`src/rtl/dsp_pkg.sv`:
```
// rtl/dsp_pkg.sv - opmode encodings and saturation limits shared by the MAC slice
package dsp_pkg;

   // Accumulate operation carried in opmode[1:0]
   typedef enum logic [1:0] {
      OP_LOAD = 2'b00,
      OP_ACC  = 2'b01,
      OP_SUB  = 2'b10,
      OP_CADD = 2'b11
   } acc_op_e;

   // Pre-adder control bits within opmode
   localparam int PREADD_EN  = 2;
   localparam int PREADD_SUB = 3;

   // Limits are built at this width and truncated by the caller
   localparam int LIMIT_W = 64;

   // Largest positive value of a w-bit two's-complement number
   function automatic logic [LIMIT_W-1:0] sat_max(input int w);
      return (LIMIT_W'(1) << (w - 1)) - LIMIT_W'(1);
   endfunction

   // Most negative value of a w-bit number (low w bits read 100..0)
   function automatic logic [LIMIT_W-1:0] sat_min(input int w);
      return LIMIT_W'(1) << (w - 1);
   endfunction

endpackage

```
`src/rtl/dsp_sat_add.sv`:
```
// rtl/dsp_sat_add.sv - P_W+1 bit add/subtract with overflow detect and optional clamp
module dsp_sat_add
   import dsp_pkg::*;
#(
   parameter int P_W    = 48,
   parameter bit SAT_EN = 1'b1
)
(
   input  logic signed [P_W-1:0] op_a,
   input  logic signed [P_W-1:0] op_b,
   input  logic                  sub,
   output logic signed [P_W-1:0] res,
   output logic                  ovf
);

   localparam logic [P_W-1:0] P_MAX = P_W'(sat_max(P_W));
   localparam logic [P_W-1:0] P_MIN = P_W'(sat_min(P_W));

   logic signed [P_W:0] wide_a;
   logic signed [P_W:0] wide_b;
   logic signed [P_W:0] sum;

   // One guard bit exposes overflow; clamp toward the sign of the true result
   always_comb begin
      wide_a = (P_W+1)'(op_a);
      wide_b = (P_W+1)'(op_b);
      sum    = sub ? (wide_a - wide_b) : (wide_a + wide_b);
      ovf    = sum[P_W] ^ sum[P_W-1];
      res    = sum[P_W-1:0];
      if (ovf && SAT_EN) begin
         res = sum[P_W] ? P_MIN : P_MAX;
      end
   end

endmodule

```
`src/rtl/dsp_mac_multich.sv`:
```
// rtl/dsp_mac_multich.sv - 4-stage pre-add/multiply/accumulate slice with per-channel accumulators
module dsp_mac_multich
   import dsp_pkg::*;
#(
   parameter int A_W    = 18,
   parameter int B_W    = 18,
   parameter int C_W    = 48,
   parameter int P_W    = 48,
   parameter int NCH    = 4,
   parameter bit SAT_EN = 1'b1,
   localparam int CH_W  = $clog2(NCH)
)
(
   input  logic                  clk,
   input  logic                  rst_n,
   input  logic                  in_valid,
   input  logic [CH_W-1:0]       in_ch,
   input  logic [3:0]            opmode,
   input  logic signed [A_W-1:0] a,
   input  logic signed [B_W-1:0] b,
   input  logic signed [B_W-1:0] d,
   input  logic signed [C_W-1:0] c,
   input  logic                  clr,
   output logic                  out_valid,
   output logic [CH_W-1:0]       out_ch,
   output logic signed [P_W-1:0] p,
   output logic                  ovf
);

   localparam int BP_W = B_W + 1;
   localparam int M_W  = A_W + B_W + 1;

   logic                  ch_ok;

   logic                  s1_valid;
   logic [CH_W-1:0]       s1_ch;
   logic [3:0]            s1_op;
   logic signed [A_W-1:0] s1_a;
   logic signed [B_W-1:0] s1_b;
   logic signed [B_W-1:0] s1_d;
   logic signed [C_W-1:0] s1_c;
   logic signed [BP_W-1:0] pre_sum;

   logic                  s2_valid;
   logic [CH_W-1:0]       s2_ch;
   acc_op_e               s2_op;
   logic signed [A_W-1:0] s2_a;
   logic signed [C_W-1:0] s2_c;
   logic signed [BP_W-1:0] s2_bp;

   logic                  s3_valid;
   logic [CH_W-1:0]       s3_ch;
   acc_op_e               s3_op;
   logic signed [C_W-1:0] s3_c;
   logic signed [M_W-1:0] s3_m;

   logic signed [P_W-1:0] acc [NCH];
   logic signed [P_W-1:0] add_a;
   logic signed [P_W-1:0] add_b;
   logic                  add_sub;
   logic signed [P_W-1:0] add_res;
   logic                  add_ovf;

   assign ch_ok = int'(in_ch) < NCH;

   // S1: capture raw operands; a word tagged with a nonexistent channel dies here
   always_ff @(posedge clk or negedge rst_n) begin
      if (!rst_n) begin
         s1_valid <= 1'b0;
         s1_ch    <= '0;
         s1_op    <= '0;
         s1_a     <= '0;
         s1_b     <= '0;
         s1_d     <= '0;
         s1_c     <= '0;
      end else begin
         s1_valid <= in_valid && ch_ok;
         s1_ch    <= ch_ok ? in_ch : '0;
         s1_op    <= opmode;
         s1_a     <= a;
         s1_b     <= b;
         s1_d     <= d;
         s1_c     <= c;
      end
   end

   // Pre-adder one bit wider than B so D+B and D-B never truncate
   always_comb begin
      pre_sum = BP_W'(s1_b);
      if (s1_op[PREADD_EN]) begin
         if (s1_op[PREADD_SUB]) begin
            pre_sum = BP_W'(s1_d) - BP_W'(s1_b);
         end else begin
            pre_sum = BP_W'(s1_d) + BP_W'(s1_b);
         end
      end
   end

   // S2: register the pre-adder result alongside the delayed controls
   always_ff @(posedge clk or negedge rst_n) begin
      if (!rst_n) begin
         s2_valid <= 1'b0;
         s2_ch    <= '0;
         s2_op    <= OP_LOAD;
         s2_a     <= '0;
         s2_c     <= '0;
         s2_bp    <= '0;
      end else begin
         s2_valid <= s1_valid;
         s2_ch    <= s1_ch;
         s2_op    <= acc_op_e'(s1_op[1:0]);
         s2_a     <= s1_a;
         s2_c     <= s1_c;
         s2_bp    <= pre_sum;
      end
   end

   // S3: full-precision signed product
   always_ff @(posedge clk or negedge rst_n) begin
      if (!rst_n) begin
         s3_valid <= 1'b0;
         s3_ch    <= '0;
         s3_op    <= OP_LOAD;
         s3_c     <= '0;
         s3_m     <= '0;
      end else begin
         s3_valid <= s2_valid;
         s3_ch    <= s2_ch;
         s3_op    <= s2_op;
         s3_c     <= s2_c;
         s3_m     <= M_W'(s2_a) * M_W'(s2_bp);
      end
   end

   // S4 operand select: the accumulator is read here, in the same stage that writes it
   always_comb begin
      add_a   = acc[s3_ch];
      add_b   = P_W'(s3_m);
      add_sub = 1'b0;
      case (s3_op)
         OP_LOAD: add_a   = '0;
         OP_ACC:  add_sub = 1'b0;
         OP_SUB:  add_sub = 1'b1;
         OP_CADD: add_a   = P_W'(s3_c);
         default: add_sub = 1'b0;
      endcase
   end

   dsp_sat_add #(
      .P_W    (P_W),
      .SAT_EN (SAT_EN)
   ) u_sat_add (
      .op_a (add_a),
      .op_b (add_b),
      .sub  (add_sub),
      .res  (add_res),
      .ovf  (add_ovf)
   );

   // S4 result register: P, OUT_CH and OVF hold between valid words
   always_ff @(posedge clk or negedge rst_n) begin
      if (!rst_n) begin
         out_valid <= 1'b0;
         out_ch    <= '0;
         p         <= '0;
         ovf       <= 1'b0;
      end else begin
         out_valid <= s3_valid;
         if (s3_valid) begin
            out_ch <= s3_ch;
            p      <= add_res;
            ovf    <= add_ovf;
         end
      end
   end

   // Accumulator bank: a clear beats a coinciding write-back
   always_ff @(posedge clk or negedge rst_n) begin
      if (!rst_n) begin
         for (int i = 0; i < NCH; i++) begin
            acc[i] <= '0;
         end
      end else if (clr) begin
         for (int i = 0; i < NCH; i++) begin
            acc[i] <= '0;
         end
      end else if (s3_valid) begin
         acc[s3_ch] <= add_res;
      end
   end

endmodule

```
`config.mk`:
```
export PLATFORM = sky130hd
export DESIGN_NAME = dsp_mac_multich
export DESIGN_NICKNAME = d
export VERILOG_FILES = /design/src/rtl/dsp_pkg.sv /design/src/rtl/dsp_sat_add.sv /design/src/rtl/dsp_mac_multich.sv
export SDC_FILE = /design/constraint.sdc
export NUM_CORES = 2
export LEC_CHECK = 0
export ABC_AREA = 1
export BUFFER_PORTS_ARGS = -buffer_cell sky130_fd_sc_hd__buf_2
export CORE_MARGIN = 5
export CORE_UTILIZATION = 55
export DETAILED_ROUTE_END_ITERATION = 16
export PLACE_DENSITY_LB_ADDON = 0.08
export RECOVER_POWER = 50
export SLEW_MARGIN = 0
export SYNTH_ARGS = -nofsm -noshare
export SYNTH_HDL_FRONTEND = slang
export SYNTH_SLANG_ARGS = --single-unit
```
`constraint.sdc`:
```
create_clock -name clk -period 14.1 [get_ports clk]
set_input_delay 0.705 -clock clk [delete_from_list [all_inputs] [get_ports clk]]
set_output_delay 0.705 -clock clk [all_outputs]
set_load 0.02 [all_outputs]
```
* Yosys cells after proc, flatten, opt, wreduce, memory -nomap -nowiden
Index checks and enable logic that the tools add are counted.
** Word-level totals
- Output and inout bits :: 52
- Flip-flop bits (word level) :: 533
- Logic and storage cells :: 55
- Input bits :: 112
** Cells by class
- Mux-type cells :: 15
- Reduce and logical (&&, ||, !) cells :: 3
- Order comparisons :: 2
- Equality and inequality tests :: 2
- Add/subtract/negate cells :: 4
- $mul :: 1
- Bitwise logic cells :: 2
** Operators with widths (number)
- 2-to-1 mux 192 bit :: 2
- 2-to-1 mux 48 bit :: 5
- bitwise mux 192 bit :: 1
- binary-select mux 48 bit (select 2 bit) :: 1
- demux 48 bit (select 2 bit) :: 1
- one-hot mux 48 bit (2 select lines) :: 1
- adder 48 x 37 -> 49 bit :: 1
- 2-to-1 mux 49 bit :: 1
- subtractor 48 x 37 -> 49 bit :: 1
- 2-to-1 mux 19 bit :: 2
- multiplier 18 x 19 -> 37 bit :: 1
- adder 18 x 18 -> 19 bit :: 1
- subtractor 18 x 18 -> 19 bit :: 1
- equality test 2 bit, second input constant :: 2
- >= comparator 3 bit, second input constant :: 1
- < comparator 3 x 1 -> 1 bit, second input constant :: 1
- inverter 2 -> 3 bit :: 1
- zero test 2 bit :: 1
- nonzero test 2 bit :: 1
- logical AND 1 bit :: 1
- 2-to-1 mux 1 bit :: 1
- XOR 1 bit :: 1

* Logic depth before layout (Yosys ltp)
- Depth after elaboration :: 12
- Depth in mapped cells :: 31
- Depth with buffers taken out :: 29

* By module
Synthesis repeated with hierarchy kept, for this count alone.
** Unflattened totals
- Cells, all modules :: 4645
- Area, all modules :: 38563.2 um^2
** By module, submodules not included
- dsp_mac_multich :: times used 1, cells an instance 3518, sequential area each 13337.8 um^2, area an instance 32829.0 um^2
- dsp_sat_add :: times used 1, cells an instance 1127, sequential area each 0.0 um^2, area an instance 5734.2 um^2

* Worst setup path after synthesis
Ideal clock, no wire load.
- Path kind :: reg2reg
- Start :: reg s2_a[9]
- End :: reg s3_m[31]
- Stages on the path, launching flop included :: 27
- Clock period less this slack :: 5.845 ns
- Path buffers :: 2
- Library setup time :: 0.121 ns
- Slack :: 8.255 ns
- Data arrival time :: 5.724 ns
- Required time :: 13.979 ns
- Path through :: dfrtp_1 > clkbuf_1 > clkbuf_1 > nand2_1 > fa_1 > inv_1 > fa_1 > inv_1 > fa_1 > inv_1 > fa_1 > fa_1 > inv_1 > fa_1 > inv_1 > ha_1 > nand2_1 > nor2_1 > nand4_1 > o21ai_0 > a21boi_0 > o21ai_0 > nand2_1 > inv_1 > nor2_1 > nand2_1 > nand2_1
** Between the ends
- Word-level cells in the longest chain between the ends :: 1
** Ends and longest elaborated chain
- from (decl) :: line dsp_mac_multich.sv:47 : logic signed [A_W-1:0] s2_a;
- from (signal assigned) :: line dsp_mac_multich.sv:105 : s2_a <= '0;
- from (signal assigned) :: line dsp_mac_multich.sv:112 : s2_a <= s1_a;
- multiplier 18 x 19 -> 37 bit :: line dsp_mac_multich.sv:131 : s3_m <= M_W'(s2_a) * M_W'(s2_bp);
- to (signal assigned) :: line dsp_mac_multich.sv:131
- to (decl) :: line dsp_mac_multich.sv:55 : logic signed [M_W-1:0] s3_m;
No other way between the ends.
A chain may end at the register's enable or synchronous reset.

==> metrics.txt <==
RSZ-0062 raised after global routing=false; CP Class=in2async; min cycle time layout=~8.5 ns; CTS Root Cell=clkbuf_16; synth unique cells=slightly above 50; setup_tns=0 ns; Total Wirelength=101500 um; fmax=between 0.1 and 0.15 GHz; Max Cap Violations=6; worst reg-to-reg path cell count=24; DIE WIDTH=between 200 and 300 um; Critical Path Source Type=primary input; Synth Area in Compound Gates=between 5 and 6%; failing checks=capacitance limit, slew limit; Final Max Tran Viols=around 360; die area=76040 um^2; number of flops mapped to enable cells by yosys=0; first-pass GRT wire length=164600 um; I/O pins=164; layout cells sized above 1=7.050%; maximum clock path buffer count=3; initial antenna violation count=0; FP Rows=97; Yosys Warn Count=0; prevailing post-synth register cell=dfrtp_1; CTS buffer count=58; Vias=a little under 30000; Layout Nets=5342; setup bufs post-CTS=0; drt pass-1 iters=5; Crit path required time=~15 ns; Worst Setup SP=rst_n; vias in the first global route=just over 30000; fin worst setup slack=~5.6 ns; DIE HEIGHT=275.8 um; Tcrit/Tclk final=60.38%; syn_nets=between 5000 and 6000; GR Util All Layers=a little over a quarter; mux share of post-synthesis cell area=0%; syn avg cell area=8.343 um^2; core box area=70030 um^2; worst min path class=in2reg; crit end category=asynchronous set/reset pin; worst hold stages=1; via/cell ratio=5.229; htree depth=2; Post-CTS Hold Fix Bufs=0; worst-margin pin slew=slightly below 6 ns; outcome=complete, but fails checks; Slew HR=-290.2%; FF-to-FF Start=s2_a[9]; async set-reset flop share out of synthesis=100.0%; sequential share of the synthesized area=about a third; Adder-Cell Fraction of Synth Area=23.20%; CP Max Fanout=between 100 and 150; Detail Route Antenna Nets=0; Simple-Gate Fraction of Synth Area=between 20% and 30%; initial core utilization=between 50% and 60%; skew final=0.04949 ns; Post-DP HPWL=between 70000 and 80000 um; synth top area cells=dfrtp_1 34%, fa_1 18%, nand2_1 13%; most instantiated library cell after synthesis=nand2_1; pre-CTS WS=between 7 and 8 ns; GR Overflow Total=0; Layout Utilization=around 60%; Hold Fails Final Rpt=0; Crit path arrival time=around 9.2 ns; CTS Sinks=around 530; # resized after CTS=0; synthesis-to-layout area growth=8.510%; DR iter-0 viols=about 2000; Syn Inst Count=about 4700; clock latency on the worst-skew pair=0.65 ns; routed length per instance=17.78 um; antenna cells=0; CTS tree=yes; Post-synth top cells=1357 x nand2_1, 875 x inv_1, 533 x dfrtp_1; CTS clk-pin slew, worst paths=roughly 0.060 ns; Synth Cell Area=38850 um^2; dominant cell type by area after synthesis=dfrtp_1; critical hold path startpoint=c[4]; final setup violating endpoints=0; # port buffers=~160; Post-DP Area=around 40000 um^2; Yosys top cell area share=between 30% and 40%; largest net degree at the start of global routing=around 130; largest family of logic cells by synthesized area=adder cells; final design instance area without fill=approximately 42000 um^2; Synth Area in XOR/XNOR=3.021%; # DRC=0; GPL Wtd Cong=between 0.9 and 1; Yosys reg bits=about 530
==> final timing paths <==
path,end,slack [ns]
setup / recovery,s2_bp[17],5.59
hold / removal,s1_c[4],0.16
setup reg to reg,s3_m[31],7.60
hold reg to reg,s3_c[33],0.33
max in group clk,s3_m[31],7.60
min in group asynchronous,p[21],2.21
==> sequential cells by signal, summed over array words and instances, names as in the netlist, 2 cells and up <==
| name | cells |
|---|---|
| acc | 192 |
| s2_ch | 2 |
| s1_b | 18 |
| s3_op | 2 |
| s2_c | 48 |
| s1_ch | 2 |
| s1_d | 18 |
| s2_bp | 19 |
| s1_op | 4 |
| s2_op | 2 |
| s1_c | 48 |
| s1_a | 18 |
| s3_ch | 2 |
| s3_c | 48 |
| out_ch | 2 |
| s2_a | 18 |
| p | 48 |
| s3_m | 37 |
==> cell families (layout without fill, tap and decap cells) <==
kind of cell,Yosys count,after routing
compound gates,387,387
simple gates,2013,2013
fa+ha+maj,512,512
flops,533,533
buf+inv,1077,1187
xor+xnor,134,134
==> worst max-delay path: stages <==
cell	delay (ns)
clkbuf_1	4.01
clkbuf_1	2.71
buf_4	0.89
buf_4	0.63
==> area by class of cell <==
cell class              instances  area, um^2
clock buffers                  77        1613
clock inverters                31       371.6
fillers                      6398       27880
inverters                     882        3316
multi-input cells            3046       21330
flip-flops and latches        533       13340
well taps                     940        1176
repair buffers                197        1003
==> through the flow <==
step,hold slack (ns),std cells
after floorplan,0.3312,4656
after global placement,0.3322,5598
after detailed placement,0.3347,5598
after CTS,0.1198,5706
after global routing,0.1368,5706
final,0.1593,5706
==> cells in the final DEF (no fill, tap or decap), types with 41 or more instances in the layout <==
master,n
a21oi_1,129
buf_2,124
nand3_1,274
o21ai_0,102
xnor2_1,53
clkbuf_1,54
o21ai_1,41
nand2_1,1357
xor2_1,81
nand4_1,80
fa_1,347
inv_1,874
nor2_1,196
a22o_1,45
dfrtp_1,532
clkbuf_16,58
ha_1,165
==> layer usage <==
| metal | up-vias | wire (um) | track usage [%] |
|---|---|---|---|
| li1 | 14320 | - | - |
| met1 | 14640 | 44180 | 37.41 |
| met2 | 739 | 49540 | 46.53 |
| met3 | 135 | 4983 | 2.964 |
| met4 | 0 | 2765 | 7.018 |
| met5 | - | 0 | 0 |
Power is not shown: default switching activity piles up to over one toggle a cycle in this logic, so the estimate is an artifact.
